$ cat src/rtl/uart_baud_gen.sv
// uart_baud_gen: dual-channel UART baud strobe generator.
//
// A shared shadow divisor (integer + fractional part) is loaded from the config
// interface. Each channel (TX, RX) keeps its own copy of the divisor, its own
// period counter and its own fractional phase accumulator. A channel only adopts
// a new divisor while it is disabled or at one of its own period boundaries, so
// a load never disturbs a period that is already running.
//
// Fractional division: at the start of every full period the channel adds the
// fractional divisor to its accumulator. The carry-out lengthens that period by
// one cycle, so the long-run average period is div_int + div_frac / 2^FRAC_W.
//
// The RX channel starts every enable with a half period (integer part >> 1, at
// least 1) so that its strobes land in the middle of each bit cell when rx_en is
// raised on the start-bit falling edge. The half period does not advance the
// accumulator.
//
// Ports:
//   clk        system clock
//   rst_n      asynchronous active-low reset
//   div_int    integer divisor, captured on div_load (values < 2 clamp to 2)
//   div_frac   fractional divisor in 1/2^FRAC_W units, captured on div_load
//   div_load   one-cycle strobe capturing div_int/div_frac into the shadow
//   tx_en      TX channel enable; low holds the channel cleared
//   rx_en      RX channel enable; low holds the channel cleared
//   tx_tick    one-cycle registered TX bit-period strobe
//   rx_sample  one-cycle registered RX mid-bit sample strobe
//   div_err    sticky: the most recent load had div_int < 2

module uart_baud_gen #(
  parameter int unsigned CNT_W   = 16,
  parameter int unsigned FRAC_W  = 4,
  parameter int unsigned DEF_DIV = 625
) (
  input  logic              clk,
  input  logic              rst_n,
  input  logic [CNT_W-1:0]  div_int,
  input  logic [FRAC_W-1:0] div_frac,
  input  logic              div_load,
  input  logic              tx_en,
  input  logic              rx_en,
  output logic              tx_tick,
  output logic              rx_sample,
  output logic              div_err
);

  localparam logic [CNT_W-1:0] DefInt = CNT_W'(DEF_DIV);
  localparam logic [CNT_W-1:0] MinInt = CNT_W'(2);
  localparam logic [CNT_W-1:0] One    = CNT_W'(1);

  // RX phase: a half period is pending after every (re)enable.
  typedef enum logic {
    RxHalf,
    RxFull
  } rx_phase_e;

  // ---------------------------------------------------------------------------
  // Shadow divisor and error flag
  // ---------------------------------------------------------------------------
  logic [CNT_W-1:0]  shd_int_q, shd_int_d;
  logic [FRAC_W-1:0] shd_frac_q, shd_frac_d;
  logic              div_err_q, div_err_d;

  always_comb begin
    shd_int_d  = shd_int_q;
    shd_frac_d = shd_frac_q;
    div_err_d  = div_err_q;
    if (div_load) begin
      shd_frac_d = div_frac;
      if (div_int < MinInt) begin
        shd_int_d = MinInt;
        div_err_d = 1'b1;
      end else begin
        shd_int_d = div_int;
        div_err_d = 1'b0;
      end
    end
  end

  // ---------------------------------------------------------------------------
  // TX channel
  // ---------------------------------------------------------------------------
  logic [CNT_W-1:0]  tx_int_q, tx_int_d;
  logic [FRAC_W-1:0] tx_frac_q, tx_frac_d;
  logic [CNT_W-1:0]  tx_cnt_q, tx_cnt_d;
  logic [FRAC_W-1:0] tx_acc_q, tx_acc_d;
  logic              tx_tick_q, tx_tick_d;
  logic [FRAC_W:0]   tx_sum;
  logic [CNT_W-1:0]  tx_last;
  logic              tx_wrap;

  // The carry of this period's accumulator addition is known from period start,
  // since neither the accumulator nor the active divisor changes mid-period.
  always_comb begin
    tx_sum  = {1'b0, tx_acc_q} + {1'b0, tx_frac_q};
    tx_last = tx_int_q - One + {{(CNT_W-1){1'b0}}, tx_sum[FRAC_W]};
    tx_wrap = tx_en && (tx_cnt_q == tx_last);
  end

  always_comb begin
    tx_int_d  = tx_int_q;
    tx_frac_d = tx_frac_q;
    tx_cnt_d  = tx_cnt_q;
    tx_acc_d  = tx_acc_q;
    tx_tick_d = 1'b0;
    if (!tx_en) begin
      tx_cnt_d  = '0;
      tx_acc_d  = '0;
      tx_int_d  = shd_int_d;
      tx_frac_d = shd_frac_d;
    end else if (tx_wrap) begin
      tx_cnt_d  = '0;
      tx_acc_d  = tx_sum[FRAC_W-1:0];
      tx_tick_d = 1'b1;
      // Take the shadow as it will be after this edge, so a load coinciding
      // with the boundary governs the very next period.
      tx_int_d  = shd_int_d;
      tx_frac_d = shd_frac_d;
    end else begin
      tx_cnt_d = tx_cnt_q + One;
    end
  end

  // ---------------------------------------------------------------------------
  // RX channel
  // ---------------------------------------------------------------------------
  logic [CNT_W-1:0]  rx_int_q, rx_int_d;
  logic [FRAC_W-1:0] rx_frac_q, rx_frac_d;
  logic [CNT_W-1:0]  rx_cnt_q, rx_cnt_d;
  logic [FRAC_W-1:0] rx_acc_q, rx_acc_d;
  logic              rx_sample_q, rx_sample_d;
  rx_phase_e         rx_phase_q, rx_phase_d;
  logic [FRAC_W:0]   rx_sum;
  logic [CNT_W-1:0]  rx_half_len;
  logic [CNT_W-1:0]  rx_last;
  logic              rx_wrap;

  always_comb begin
    rx_sum      = {1'b0, rx_acc_q} + {1'b0, rx_frac_q};
    rx_half_len = rx_int_q >> 1;
    if (rx_half_len == '0) begin
      rx_half_len = One;
    end
    if (rx_phase_q == RxHalf) begin
      rx_last = rx_half_len - One;
    end else begin
      rx_last = rx_int_q - One + {{(CNT_W-1){1'b0}}, rx_sum[FRAC_W]};
    end
    rx_wrap = rx_en && (rx_cnt_q == rx_last);
  end

  always_comb begin
    rx_int_d    = rx_int_q;
    rx_frac_d   = rx_frac_q;
    rx_cnt_d    = rx_cnt_q;
    rx_acc_d    = rx_acc_q;
    rx_phase_d  = rx_phase_q;
    rx_sample_d = 1'b0;
    if (!rx_en) begin
      rx_cnt_d   = '0;
      rx_acc_d   = '0;
      rx_phase_d = RxHalf;
      rx_int_d   = shd_int_d;
      rx_frac_d  = shd_frac_d;
    end else if (rx_wrap) begin
      rx_cnt_d    = '0;
      rx_sample_d = 1'b1;
      rx_int_d    = shd_int_d;
      rx_frac_d   = shd_frac_d;
      if (rx_phase_q == RxHalf) begin
        // The half period carries no fractional phase.
        rx_phase_d = RxFull;
      end else begin
        rx_acc_d = rx_sum[FRAC_W-1:0];
      end
    end else begin
      rx_cnt_d = rx_cnt_q + One;
    end
  end

  // ---------------------------------------------------------------------------
  // State registers
  // ---------------------------------------------------------------------------
  always_ff @(posedge clk or negedge rst_n) begin
    if (!rst_n) begin
      shd_int_q   <= DefInt;
      shd_frac_q  <= '0;
      div_err_q   <= 1'b0;
      tx_int_q    <= DefInt;
      tx_frac_q   <= '0;
      tx_cnt_q    <= '0;
      tx_acc_q    <= '0;
      tx_tick_q   <= 1'b0;
      rx_int_q    <= DefInt;
      rx_frac_q   <= '0;
      rx_cnt_q    <= '0;
      rx_acc_q    <= '0;
      rx_phase_q  <= RxHalf;
      rx_sample_q <= 1'b0;
    end else begin
      shd_int_q   <= shd_int_d;
      shd_frac_q  <= shd_frac_d;
      div_err_q   <= div_err_d;
      tx_int_q    <= tx_int_d;
      tx_frac_q   <= tx_frac_d;
      tx_cnt_q    <= tx_cnt_d;
      tx_acc_q    <= tx_acc_d;
      tx_tick_q   <= tx_tick_d;
      rx_int_q    <= rx_int_d;
      rx_frac_q   <= rx_frac_d;
      rx_cnt_q    <= rx_cnt_d;
      rx_acc_q    <= rx_acc_d;
      rx_phase_q  <= rx_phase_d;
      rx_sample_q <= rx_sample_d;
    end
  end

  assign tx_tick   = tx_tick_q;
  assign rx_sample = rx_sample_q;
  assign div_err   = div_err_q;

endmodule

$ cat config.mk
export PLATFORM = sky130hd
export DESIGN_NAME = uart_baud_gen
export DESIGN_NICKNAME = d
export VERILOG_FILES = /design/src/rtl/uart_baud_gen.sv
export SDC_FILE = /design/constraint.sdc
export NUM_CORES = 1
export LEC_CHECK = 0
export ABC_CLOCK_PERIOD_IN_PS = 11100
export BUFFER_PORTS_ARGS = -buffer_cell sky130_fd_sc_hd__buf_2
export CAP_MARGIN = 40
export CORE_ASPECT_RATIO = 1.2
export CORE_MARGIN = 2
export CORE_UTILIZATION = 52
export CTS_CLUSTER_DIAMETER = 30
export CTS_CLUSTER_SIZE = 28
export DETAILED_ROUTE_END_ITERATION = 16
export PLACE_DENSITY = 0.74
export SETUP_SLACK_MARGIN = 0.02
export SLEW_MARGIN = 20
export SYNTH_ARGS = -nofsm -noshare
export SYNTH_HDL_FRONTEND = slang
export SYNTH_SLANG_ARGS = --single-unit
$ cat constraint.sdc
create_clock -name clk -period 11.1 [get_ports clk]
set_input_delay 0.555 -clock clk [delete_from_list [all_inputs] [get_ports clk]]
set_output_delay 0.555 -clock clk [all_outputs]
set_load 0.005 [all_outputs]
==> metrics list <==
- Post-detailed-routing wire length: 14300 µm
- Dividing total power by cell area gives a power density of 136 nW/µm².
- Summed over all layers, the global routing overflow is 0.
- Once detail routing completed, the nets flagged for antenna violations numbered 0.
- Clock transition at the registers of the reported paths: 0.07 ns
- The die covers 13400 µm².
- STA puts the critical path data required time at 11.34 ns.
* Total Negative Setup Slacks: 0 ns
- Actual slew at the worst max-slew pin: 0.860 ns
- Peak VDD IR: 0.0866 mV
- The initial utilization of the core area, before any placement, comes to 53.5%.
- Timing would allow up to 0.202 GHz.
- The number of antenna violations at the first check in global routing is 0.
- # H-tree levels: 3
- Worst setup skew after layout: 0.00717 ns
* Delay of the slowest cell on the worst path: 0.52 ns
* Part of the cycle the worst path needs: 44.7%
- Avg WL per Cell: 17.7 µm
* Area used by sequential logic in the layout: 2620 µm²
* Minimum clock period after layout: 4.96 ns
* Core area: 12200 µm²
* Number of antenna repair diodes: 0
- Maximum clock path buffer count: 2
- Worst setup EP type: flop
- TritonCTS Sinks: 104
- HPWL after DPL: 10700 µm
- For met3 alone, demand over resource in global routing was 3.39%.
* # nets final: 684
* DRC violation count after routing: 0
- TritonCTS clock tree: done
- The flow ran to the end, and the final reports show no timing, DRC or antenna violations.
- During I/O placement, the number of pins put on the boundary was 28.
- In the routed layout, each cell is associated on average with a via count of 5.98.
- Type of element launching the critical path: flop
- When the netlist entered floorplanning its net count stood at 678.
* Post-Synthesis Mean Instance Area: 10.2 µm²
- After synthesis, the netlist uses 74 different library cells.
- CTS-repair resized insts: 0
* Number of buffers inserted during clock tree synthesis: 9
- Final weighted congestion of routability-driven global placement: 0.990
- The critical path in this run is classified as flop to flop.
- For this run, the detailed router's first-pass iteration total came to 5.
- Post-synth top area cell: sky130_fd_sc_hd__dfrtp_1
* Worst max-slew margin expressed relative to the limit: 42.2%
* Library cell contributing the largest single delay on the critical path: sky130_fd_sc_hd__or4b_4
- In this run the static leakage power is 2.96 nW.
- Number of enable-type register cells in the synthesized netlist: 0
- For this run, asynchronously set or reset flops after synthesis account for 100%.
- The number of hold buffers added after CTS was 0.
* Met1 global-route usage: 26.9%
* Root Buffer Master: sky130_fd_sc_hd__clkbuf_16
- GRT busiest layer: met2
- Clock latency on the worst-skew pair, taken at its later pin, is 0.35 ns.
* Layout overhead on the synthesized area: 8.06%
- HP Class: input port to async pin
- Setup violators final: 0
* Filler cell count in the final layout: 1044
- For the worst setup path, the data arrival time is 5.20 ns.
* Final hold violation count: 0
- Sorting the synthesized cells by area gives the leading types as sky130_fd_sc_hd__dfrtp_1 34%, sky130_fd_sc_hd__mux2_2 7.3%, sky130_fd_sc_hd__xnor2_1 7.0%.
- Worst slack on hold paths: 0.106 ns
- Number of input and output port buffers inserted: 27
- Multi-input combinational cell area: 3620 µm²
* Number of global-route vias before repair: 4900
* Synthesized area: 6500 µm²
* Chip width: 106 µm
- Vertical die dimension: 127 µm
- Unrepaired setup endpoints after global routing: no
* CP Cell Sequence: ha_1 > inv_1 > fa_1 > inv_1 > a21o_1 > a21oi_1 > ha_1 > ha_1 > or4b_4 > or4_4 > and2_0 > nor4b_1 > o2111ai_1 > or3b_4 > o21ai_4 > buf_16 > mux2_2
* All-layer global routing usage: 22.4%
- Top-area cell type share of the netlist area: 34.2%
- Most prevalent standard cell on the critical path: sky130_fd_sc_hd__ha_1
* Global-route wire length before repair: 23900 µm
* Worst Path Max Fanout: 20
- The critical path contains buffers and inverters numbering 3 combined.
- Yosys printed 0 warnings.
- Ys flop type: sky130_fd_sc_hd__dfrtp_1
* Via Count: 4822
* Post-CTS setup buffer count: 0
- Met2 Track Usage GR: 38.1%
- The first routing iteration left 270 violations.
* Sequential area share after synthesis: 40.3%
- Fraction of final layout cells sized beyond drive strength 1: 21.1%
- In this run, synthesis produced a sequential element count of 104.
- Kind of cell adding the most delay to the critical path: simple AND/OR/NAND/NOR gates
- Max-cap violations: 0
- Entering global routing, the biggest net connects 53 pins.
* Post-synthesis cell count: 635
* Max-slew violation total from the final report: 0
- The floorplan has 44 rows.
per-layer routing:
metal	share of wire, %	vias to the layer above	routed length (µm)
li1	-	2287	-
met1	41	2360	5810
met2	50	127	7150
met3	4.2	48	594
met4	5.0	0	719
met5	0	-	0
where the power goes:
part	leakage (nW)	total [mW]	switching (mW)	internal [mW]
clock network	0.138	0.302	0.147	0.155
registers	1.30	0.463	0.0480	0.415
logic	1.52	0.189	0.0967	0.0920
synthesized netlist by cell type (5+ instances only):
| library cell | number |
|---|---|
| sky130_fd_sc_hd__or3_1 | 5 |
| sky130_fd_sc_hd__a22o_1 | 6 |
| sky130_fd_sc_hd__nand3_1 | 30 |
| sky130_fd_sc_hd__mux2_2 | 42 |
| sky130_fd_sc_hd__nor3_1 | 13 |
| sky130_fd_sc_hd__nand2_1 | 26 |
| sky130_fd_sc_hd__clkbuf_1 | 31 |
| sky130_fd_sc_hd__inv_1 | 21 |
| sky130_fd_sc_hd__and2_1 | 19 |
| sky130_fd_sc_hd__mux2i_1 | 10 |
| sky130_fd_sc_hd__xnor2_1 | 52 |
| sky130_fd_sc_hd__a21o_1 | 5 |
| sky130_fd_sc_hd__nor4_1 | 16 |
| sky130_fd_sc_hd__xor2_1 | 34 |
| sky130_fd_sc_hd__nand2b_1 | 5 |
| sky130_fd_sc_hd__nand4_1 | 13 |
| sky130_fd_sc_hd__ha_1 | 16 |
| sky130_fd_sc_hd__and3_1 | 9 |
| sky130_fd_sc_hd__mux2_4 | 13 |
| sky130_fd_sc_hd__a21oi_1 | 22 |
| sky130_fd_sc_hd__nor2b_1 | 8 |
| sky130_fd_sc_hd__o21ai_0 | 9 |
| sky130_fd_sc_hd__dfrtp_1 | 89 |
| sky130_fd_sc_hd__nor2_1 | 42 |
| sky130_fd_sc_hd__dfstp_2 | 15 |
state kept, by name, indices dropped and copies added, names as in the netlist, 16 cells and up:
register and flops:
rx_int_q 16, tx_int_q 16, rx_cnt_q 16, tx_cnt_q 16
shd_int_q 16
cell type report:
class | count | share of cell area (%)
Multi-Input combinational cell | 472 | 51.5
Tap cell | 161 | 2.87
Inverter | 22 | 1.18
Timing Repair Buffer | 32 | 3.13
Clock buffer | 9 | 3.20
Clock inverter | 7 | 0.783
Sequential cell | 104 | 37.3
final timing paths:
path                                end  slack, ns  depth (start not counted)          from
hold reg to reg            shd_int_q[7]       0.52                          1  shd_int_q[7]
hold / removal              rx_cnt_q[2]       0.11                          1         rst_n
max in group asynchronous  shd_int_q[0]       9.96                          3         rst_n
setup / recovery           tx_frac_q[2]       6.14                         17  tx_frac_q[0]
setup reg to reg           tx_frac_q[2]       6.14                         17  tx_frac_q[0]
min in group clk            rx_acc_q[1]       0.43                          2         rx_en
cell families (layout without fill, tap and decap cells):
kind of cell | Yosys count | in the layout | synth area share (%)
AO/OA/AOI/OAI | 89 | 89 | 10.3
XOR/XNOR | 86 | 86 | 11.6
adder cells (fa/ha/maj) | 18 | 18 | 3.69
buffers and inverters | 59 | 70 | 4.00
flip-flops | 104 | 104 | 40.3
multiplexers | 65 | 65 | 11.8
AND/OR/NAND/NOR | 214 | 214 | 18.3
stage by stage:
step	instances	power (mW)	area, µm²	utilization [%]	worst slack (ns)
floorplan	635	0.600	6500	-	6.82
global placement	787	0.643	6670	54.8	6.14
detailed placement	791	0.655	6750	55.5	6.23
CTS	807	0.958	7030	57.8	6.21
global route	807	1.00	7030	57.8	5.94
finish	807	0.953	7030	57.8	6.14
cells in the final DEF, fill, tap and decap left out, drive strengths merged, types with 6 or more instances in the layout:
| cell | n |
|---|---|
| xor2 | 34 |
| nand3 | 30 |
| buf | 32 |
| mux2 | 55 |
| xnor2 | 52 |
| inv | 24 |
| nand4 | 13 |
| nor3 | 14 |
| and2 | 20 |
| dfrtp | 89 |
| clkbuf | 9 |
| nor4 | 19 |
| a22o | 6 |
| nor2b | 8 |
| o21ai | 10 |
| and3 | 9 |
| a21oi | 22 |
| ha | 16 |
| mux2i | 10 |
| nand2 | 26 |
| nor2 | 42 |
| dfstp | 15 |
(Power assumes the default switching activity.)
